**src/rtl/pipe_hazard_ctrl.sv**
```systemverilog
// Pipeline sequencer for the 5-stage RV32I core.
// Drives the PC and pipeline-register enables and flushes. Handles the
// post-reset flush, load-use bubbles, taken-branch squashes and data-memory
// wait states, and freezes the core in ERROR on a memory timeout.
module pipe_hazard_ctrl #(
  parameter int unsigned INIT_CYCLES = 4,
  parameter int unsigned MEM_TIMEOUT = 15,
  parameter int unsigned CNT_W       = 16
) (
  input  logic             clk,
  input  logic             rst,
  input  logic [6:0]       id_opcode,
  input  logic [4:0]       id_rs1,
  input  logic [4:0]       id_rs2,
  input  logic             ex_mem_read,
  input  logic [4:0]       ex_rd,
  input  logic             ex_branch_taken,
  input  logic             mem_req,
  input  logic             mem_ready,
  output logic             pc_write,
  output logic             ifid_write,
  output logic             idex_write,
  output logic             exmem_write,
  output logic             ifid_flush,
  output logic             idex_flush,
  output logic             exmem_flush,
  output logic             memwb_flush,
  output logic [1:0]       state,
  output logic             mem_err,
  output logic [CNT_W-1:0] stall_cycles
);

  localparam int unsigned IW = (INIT_CYCLES > 1) ? $clog2(INIT_CYCLES) : 1;
  localparam int unsigned WW = $clog2(MEM_TIMEOUT + 1);

  localparam logic [6:0] OP_R      = 7'b0110011;
  localparam logic [6:0] OP_IMM    = 7'b0010011;
  localparam logic [6:0] OP_LOAD   = 7'b0000011;
  localparam logic [6:0] OP_STORE  = 7'b0100011;
  localparam logic [6:0] OP_BRANCH = 7'b1100011;

  typedef enum logic [1:0] {
    ST_INIT     = 2'd0,
    ST_RUN      = 2'd1,
    ST_MEM_WAIT = 2'd2,
    ST_ERROR    = 2'd3
  } state_t;

  state_t            cur_st;
  logic [IW-1:0]     init_cnt;
  logic [WW-1:0]     wait_cnt;
  logic              rs1_used;
  logic              rs2_used;
  logic              mem_stall;
  logic              load_use;

  assign state = cur_st;

  // Which source registers the instruction in IF/ID actually reads
  always_comb begin
    rs1_used = 1'b0;
    rs2_used = 1'b0;
    unique case (id_opcode)
      OP_R, OP_STORE, OP_BRANCH: begin
        rs1_used = 1'b1;
        rs2_used = 1'b1;
      end
      OP_IMM, OP_LOAD: rs1_used = 1'b1;
      default: ;
    endcase
  end

  // Hazard detection; x0 as a load destination never stalls
  assign mem_stall = mem_req & ~mem_ready;
  assign load_use  = ex_mem_read & (ex_rd != 5'd0) &
                     ((rs1_used & (id_rs1 == ex_rd)) |
                      (rs2_used & (id_rs2 == ex_rd)));

  // Same-cycle pipeline controls: mem_stall > branch > load_use > normal
  always_comb begin
    pc_write    = 1'b0;
    ifid_write  = 1'b0;
    idex_write  = 1'b0;
    exmem_write = 1'b0;
    ifid_flush  = 1'b0;
    idex_flush  = 1'b0;
    exmem_flush = 1'b0;
    memwb_flush = 1'b0;
    unique case (cur_st)
      ST_INIT: begin
        ifid_flush  = 1'b1;
        idex_flush  = 1'b1;
        exmem_flush = 1'b1;
        memwb_flush = 1'b1;
      end
      ST_RUN, ST_MEM_WAIT: begin
        if (mem_stall) begin
          memwb_flush = 1'b1;
        end else if (ex_branch_taken) begin
          pc_write    = 1'b1;
          ifid_write  = 1'b1;
          idex_write  = 1'b1;
          exmem_write = 1'b1;
          ifid_flush  = 1'b1;
          idex_flush  = 1'b1;
        end else if (load_use) begin
          // Hold PC and IF/ID, let ID/EX capture a bubble
          idex_write  = 1'b1;
          exmem_write = 1'b1;
          idex_flush  = 1'b1;
        end else begin
          pc_write    = 1'b1;
          ifid_write  = 1'b1;
          idex_write  = 1'b1;
          exmem_write = 1'b1;
        end
      end
      ST_ERROR: ;
      default: ;
    endcase
  end

  // Sequencer state, init/wait counters and the sticky timeout flag
  always_ff @(posedge clk) begin
    if (rst) begin
      cur_st   <= ST_INIT;
      init_cnt <= '0;
      wait_cnt <= '0;
      mem_err  <= 1'b0;
    end else begin
      unique case (cur_st)
        ST_INIT: begin
          if (init_cnt == IW'(INIT_CYCLES - 1)) begin
            cur_st   <= ST_RUN;
            init_cnt <= '0;
          end else begin
            init_cnt <= init_cnt + IW'(1);
          end
        end
        ST_RUN: begin
          if (mem_stall) begin
            cur_st   <= ST_MEM_WAIT;
            wait_cnt <= WW'(1);
          end
        end
        ST_MEM_WAIT: begin
          if (mem_stall) begin
            if (wait_cnt == WW'(MEM_TIMEOUT)) begin
              cur_st  <= ST_ERROR;
              mem_err <= 1'b1;
            end else begin
              wait_cnt <= wait_cnt + WW'(1);
            end
          end else begin
            cur_st   <= ST_RUN;
            wait_cnt <= '0;
          end
        end
        ST_ERROR: ;
        default: cur_st <= ST_ERROR;
      endcase
    end
  end

  // Saturating count of cycles in which the PC was held while running
  always_ff @(posedge clk) begin
    if (rst) begin
      stall_cycles <= '0;
    end else if ((cur_st == ST_RUN || cur_st == ST_MEM_WAIT) && !pc_write &&
                 (stall_cycles != {CNT_W{1'b1}})) begin
      stall_cycles <= stall_cycles + CNT_W'(1);
    end
  end

endmodule
```
**config.mk**
```make
export PLATFORM = sky130hd
export DESIGN_NAME = pipe_hazard_ctrl
export DESIGN_NICKNAME = d
export VERILOG_FILES = /design/src/rtl/pipe_hazard_ctrl.sv
export SDC_FILE = /design/constraint.sdc
export NUM_CORES = 1
export LEC_CHECK = 0
export ABC_AREA = 1
export BUFFER_PORTS_ARGS = -buffer_cell sky130_fd_sc_hd__buf_2
export CORE_AREA = 2 2 56 79
export DETAILED_ROUTE_END_ITERATION = 10
export DIE_AREA = 0 0 58 81
export PLACE_DENSITY = 0.73
export SYNTH_ARGS = -nofsm -noshare
export SYNTH_HDL_FRONTEND = slang
export SYNTH_SLANG_ARGS = --single-unit
```
**constraint.sdc**
```tcl
create_clock -name clk -period 1.8 [get_ports clk]
set_input_delay 0.18 -clock clk [delete_from_list [all_inputs] [get_ports clk]]
set_output_delay 0.18 -clock clk [all_outputs]
set_load 0.005 [all_outputs]
```
# After elaboration in Yosys (flattened, before gate mapping)
# Index checks and enable logic that the tools add are counted.
[totals] output_inout_bits=27 n_memories=0 regBits=25 ramBits=0 mem_bits_ro=0 latch_bits=0 inputBits=28
[op_classes] mux=28 bitwise=7 shift=0 mul=0 n_div=0 eq_ne=16 add_sub_neg=3 n_reduce_logical=14 magnitude_cmp=0
[ops] operator="16-bit by 1-bit adder with 16-bit output, second input constant" count=1
[ops] operator="16-bit != test, second input constant" count=1
[ops] operator="1-bit 2-to-1 mux" count=15
[ops] operator="7-bit by 6-bit equality test with 1-bit output, second input constant" count=2
[ops] operator="4-bit 2-to-1 mux" count=3
[ops] operator="5-bit equality test" count=2
[ops] operator="2-bit 2-to-1 mux" count=5
[ops] operator="4-bit one-hot mux with 2 select lines" count=1
[ops] operator="7-bit by 2-bit equality test with 1-bit output, second input constant" count=1
[ops] operator="7-bit by 5-bit equality test with 1-bit output, second input constant" count=1
[ops] operator="7-bit equality test, second input constant" count=1
[ops] operator="3-bit != test, second input constant" count=2
[ops] operator="1-bit one-hot mux with 2 select lines" count=3
[ops] operator="2-bit one-hot mux with 3 select lines" count=1
[ops] operator="3-bit AND reduction" count=2
[ops] operator="1-bit AND" count=5
[ops] operator="5-bit nonzero test" count=1
[ops] operator="5-bit OR reduction" count=1
[ops] operator="4-bit by 1-bit adder with 4-bit output, second input constant" count=1
[ops] operator="2-bit equality test, second input constant" count=2
[ops] operator="4-bit equality test, second input constant" count=1
[ops] operator="2-bit != test, second input constant" count=2
[ops] operator="4-bit AND reduction" count=1
[ops] operator="3-bit nonzero test" count=1
[ops] operator="11 further kinds" count=12

# Depth between registers and ports, before layout
[depth] word_depth=13 ltp_mapped=12

# Worst setup path after synthesis
# No wires, ideal clock.
[synth_path] path_kind="reg-to-reg" startpoint="reg cur_st[0] (netlist: state[0])" endpoint="reg cur_st[1] (netlist: state[1])" arrival_ns=1.661 required_ns=1.681 path_slack_ns=0.020 period_less_slack_ns=1.780 path_stages_with_launch=10 cell_sequence="dfxtp_1 -> inv_1 -> ha_1 -> buf_2 -> inv_1 -> a21oi_1 -> o21ai_0 -> or2_2 -> o21ai_0 -> a21oi_1"
[synth_between] elab_chain_cells=3 elab_cells_between_ends=9 classes_between="eq/ne: 5; mux: 1; reduce/logical: 3"
[synth_lines] item="from (decl)" line="49" rtl="state_t cur_st;"
[synth_lines] item="from (signal assigned)" line="126" rtl="cur_st <= ST_INIT;"
[synth_lines] item="from (signal assigned)" line="134" rtl="cur_st <= ST_RUN;"
[synth_lines] item="from (signal assigned)" line="142" rtl="cur_st <= ST_MEM_WAIT;"
[synth_lines] item="2-bit equality test (tied with other cells)" line="131" rtl="unique case (cur_st)"
[synth_lines] item="3-bit != test (no line) (tied with other cells)"
[synth_lines] item="4-bit AND reduction (no line)"
# Several ways; a longest one is shown, not always the timed one.
# A chain may end at the register's enable or synchronous reset.

# Worst setup path after layout
[layout_path] startpoint="reg cur_st[1] (netlist: state[1])" endpoint="out idex_flush"
[layout_between] elab_chain_cells=3 elab_cells_between_ends=5 classes_between="eq/ne: 2; mux: 1; reduce/logical: 2"
[layout_lines] item="2-bit by 1-bit equality test with 1-bit output / 2-bit equality test (equally long branches)" line="89" rtl="unique case (cur_st)"
[layout_lines] item="2-bit OR reduction" line="89"
[layout_lines] item="1-bit one-hot mux with 2 select lines *" line="89"
[layout_lines] item="to (decl)" line="25" rtl="output logic idex_flush,"
# Mark *: on every way between the ends. The rest lies on a longest branch, timed or not.

==> impl_metrics.csv <==
group,metric,value,unit
logic_synthesis,yosys.area_share.simple,0.375,
placement,place_hpwl,3250,um
cts,numCtsBuffers,3,
detailed_routing,via_count,1960,
logic_synthesis,synthAdderAreaFrac,0.0495,
cts,hold_buffers,0,
timing,tns,0,ns
logic_synthesis,synthMuxAreaShare,0,
cells_and_area,syn_to_final_growth,31.2,%
logic_synthesis,syn-num-nets,309,
worst_setup_path,crit_type,"flip-flop to primary output",
grt,globalRouteOverflowTotal,0,
worst_setup_path,cp-start-kind,"flip-flop",
logic_synthesis,netlist-cell-type-count,29,
detailed_routing,wl_per_cell,11.6,um
worst_setup_path,critPathBufInv,3,
worst_setup_path,crit_arrival,1.58,ns
cts,cts_tree,"built",
placement,numPortBuffers,54,
die,core,4060,sq um
timing,period_share,0.978,
cells_and_area,n_antenna_cell,0,
min_path,worstHoldPathType,"input pin to flip-flop",
logic_synthesis,synth_top_family_by_area,"simple AND/OR/NAND/NOR gates",
worst_setup_path,worst-path-max-fanout,3,
detailed_routing,drc,0,
status,status,"completed",
cells_and_area,num-nets-final,378,
cts,htreeDepth,1,
cells_and_area,post-route-util,0.571,
cells_and_area,final_cells,387,
die,io_pins,55,
grt,grt_pass1_vias,1732,
grt,antenna_found_initial,0,
grt,grt_max_degree,20,
placement,gp_congestion,0.851,
timing,final-setup-viol-count,0,
logic_synthesis,yosys_warnings,0,
cells_and_area,drive_gt1_frac,0.316,
timing,drv_slew,0,
power_and_ir_drop,ir_worst_vdd,672,uV
flow_run,max_cap_violations,0,
grt,grt_util_all_layers,0.191,
cells_and_area,fillerInstances,395,
die,num_rows,28,
power_and_ir_drop,power_per_cell_area,747,nW/um^2
detailed_routing,drt-total-wl,4510,um
timing,max_slew.worst_pin.slew,0.400,ns
worst_setup_path,cp.required,1.62,ns
timing,finClkSkew,0.00557,ns
cts,cts-root-buf,"clkbuf_8",
power_and_ir_drop,power_leakage,1.14,nW
logic_synthesis,ys_seq_area_frac,0.283,
logic_synthesis,synth_compound_area_frac,0.102,
die,die_area,4700,sq um
cells_and_area,final_cell_mix,"66 x nand2_1, 54 x buf_2, 36 x inv_1",
timing,max_freq,568,MHz
die,fp.dieW,58,um
worst_setup_path,crit_chain,"inv_2 > ha_4 > inv_2 > nor2_4 > nand2_2 > o22ai_2 > o21bai_1 > buf_2",
worst_setup_path,critPathTopFamily,"flip-flops",
logic_synthesis,synth_area,1770,sq um
cts,clk_pin_slew_worst_paths,0.09,ns
logic_synthesis,ys_ff_latch,25,
placement,dp_cells,377,
worst_setup_path,endpoint_kind,"primary output",
grt,grt_pass1_wl,7200,um
logic_synthesis,synthXorXnorAreaFrac,0.0743,
timing,hold_viol_final,0,
logic_synthesis,syn_avg_cell_area,6.46,sq um
timing,period_needed,1.76,ns
logic_synthesis,syn_inst,274,
detailed_routing,viasPerCell,5.06,
worst_setup_path,cp_slowest_cell,"dfxtp_2",
detailed_routing,ant_nets,0,
die,die_h,81,um
cells_and_area,final_common_cell,"nand2_1",
detailed_routing,firstDrtPassIters,4,
worst_setup_path,cp_slowest_stage_delay,0.34,ns
timing,slew_headroom,0.731,
die,start_util,0.435,
cts,cts_max_path_buffers,2,
worst_setup_path,crit_top_cell,"inv_2",
detailed_routing,drt_iter0_drc,94,
cts,clk_latency,0.28,ns
cts,cts_sinks,25,
[area by class of cell]
class / instances / area [sq um] / share of cell area
clock buffers: 3 / 41.3 / 0.0178
clock inverters: 1 / 5.00 / 0.00216
inverters: 40 / 150 / 0.0647
multi-input cells: 200 / 1140 / 0.493
flip-flops and latches: 25 / 507 / 0.218
well taps: 45 / 56.3 / 0.0243
repair buffers: 73 / 417 / 0.180
[cells by family after synthesis]
| family | Yosys count |
|---|---|
| AO/OA/AOI/OAI | 34 |
| buffers and inverters | 50 |
| flip-flops | 25 |
| XOR/XNOR | 15 |
| AND/OR/NAND/NOR | 143 |
| adder cells (fa/ha/maj) | 7 |
[layer usage]
metal  vias up  global-route usage  share of wire
met5         -                   0              0
met4         0              0.0651          0.017
met3         7              0.0111          0.049
met2        60               0.389           0.52
met1       882               0.199           0.41
li1       1011                   -              -
[worst register-to-register path, stage by stage, from the launching register on]
cell,delay (ns)
dfxtp_1,0.34
nand2_1,0.16
nor3_4,0.24
nand2_2,0.10
nor3_4,0.26
nand2_4,0.13
buf_6,0.18
nand4_1,0.12
a21oi_2,0.07
[timing repair]
item	in CTS	in global routing
endpoints found under the setup margin	2	21
cloned	0	1
pin swaps	0	8
hold endpoints to repair	0	0
setup buffers	1	4
gates resized for setup	3	25
[state kept, by name (all words and copies together), names as in the netlist]
name	cells
mem_err	1
wait_cnt	4
stall_cycles	16
state	2
init_cnt	2
[worst paths after layout]
kind | endpoint | cells past startpoint | slack (ns) | start
setup / recovery | idex_flush | 8 | 0.04 | state[1]
hold / removal | stall_cycles[4] | 2 | 0.31 | rst
setup reg to reg | stall_cycles[1] | 8 | 0.09 | stall_cycles[4]
hold reg to reg | mem_err | 2 | 0.45 | mem_err
[synthesized netlist by cell type]
master	count	share of area
ha_1	7	0.050
nand4_1	16	0.057
buf_2	3	0.0085
nand2_4	1	0.0064
nor2_1	33	0.070
xnor2_1	4	0.020
a21oi_1	19	0.054
a211oi_1	1	0.0042
a31oi_1	1	0.0035
dfxtp_1	25	0.28
o21bai_1	1	0.0042
xor2_1	11	0.054
or2_2	3	0.011
buf_6	1	0.0064
nand2_2	2	0.0071
nor3_4	2	0.018
o21a_1	1	0.0042
buf_1	1	0.0021
nor3b_1	1	0.0042
nor3_1	5	0.014
nand2_1	67	0.14
nand3b_1	1	0.0042
nand3_4	1	0.0099
o21ai_0	10	0.028
buf_4	2	0.0085
inv_1	40	0.085
o22ai_1	1	0.0035
nand3_1	11	0.031
clkbuf_1	3	0.0064
[through the flow]
step                power, mW  worst slack, ns  hold slack (ns)  instance area [sq um]
floorplan                1.07           0.0195            0.445                   1770
global placement         1.26            0.111            0.434                   2140
detailed placement       1.27           0.0650            0.441                   2140
CTS                      1.63          0.00426            0.314                   2210
global route             1.86          -0.0233            0.342                   2320
finish                   1.73           0.0394            0.307                   2320
[power by group]
| group | internal [mW] | switching (mW) | total [mW] |
|---|---|---|---|
| Combinational | 0.323 | 0.424 | 0.747 |
| Clock | 0.155 | 0.193 | 0.348 |
| Sequential | 0.604 | 0.0339 | 0.638 |
No activity file was read; power rests on OpenSTA's default activity.
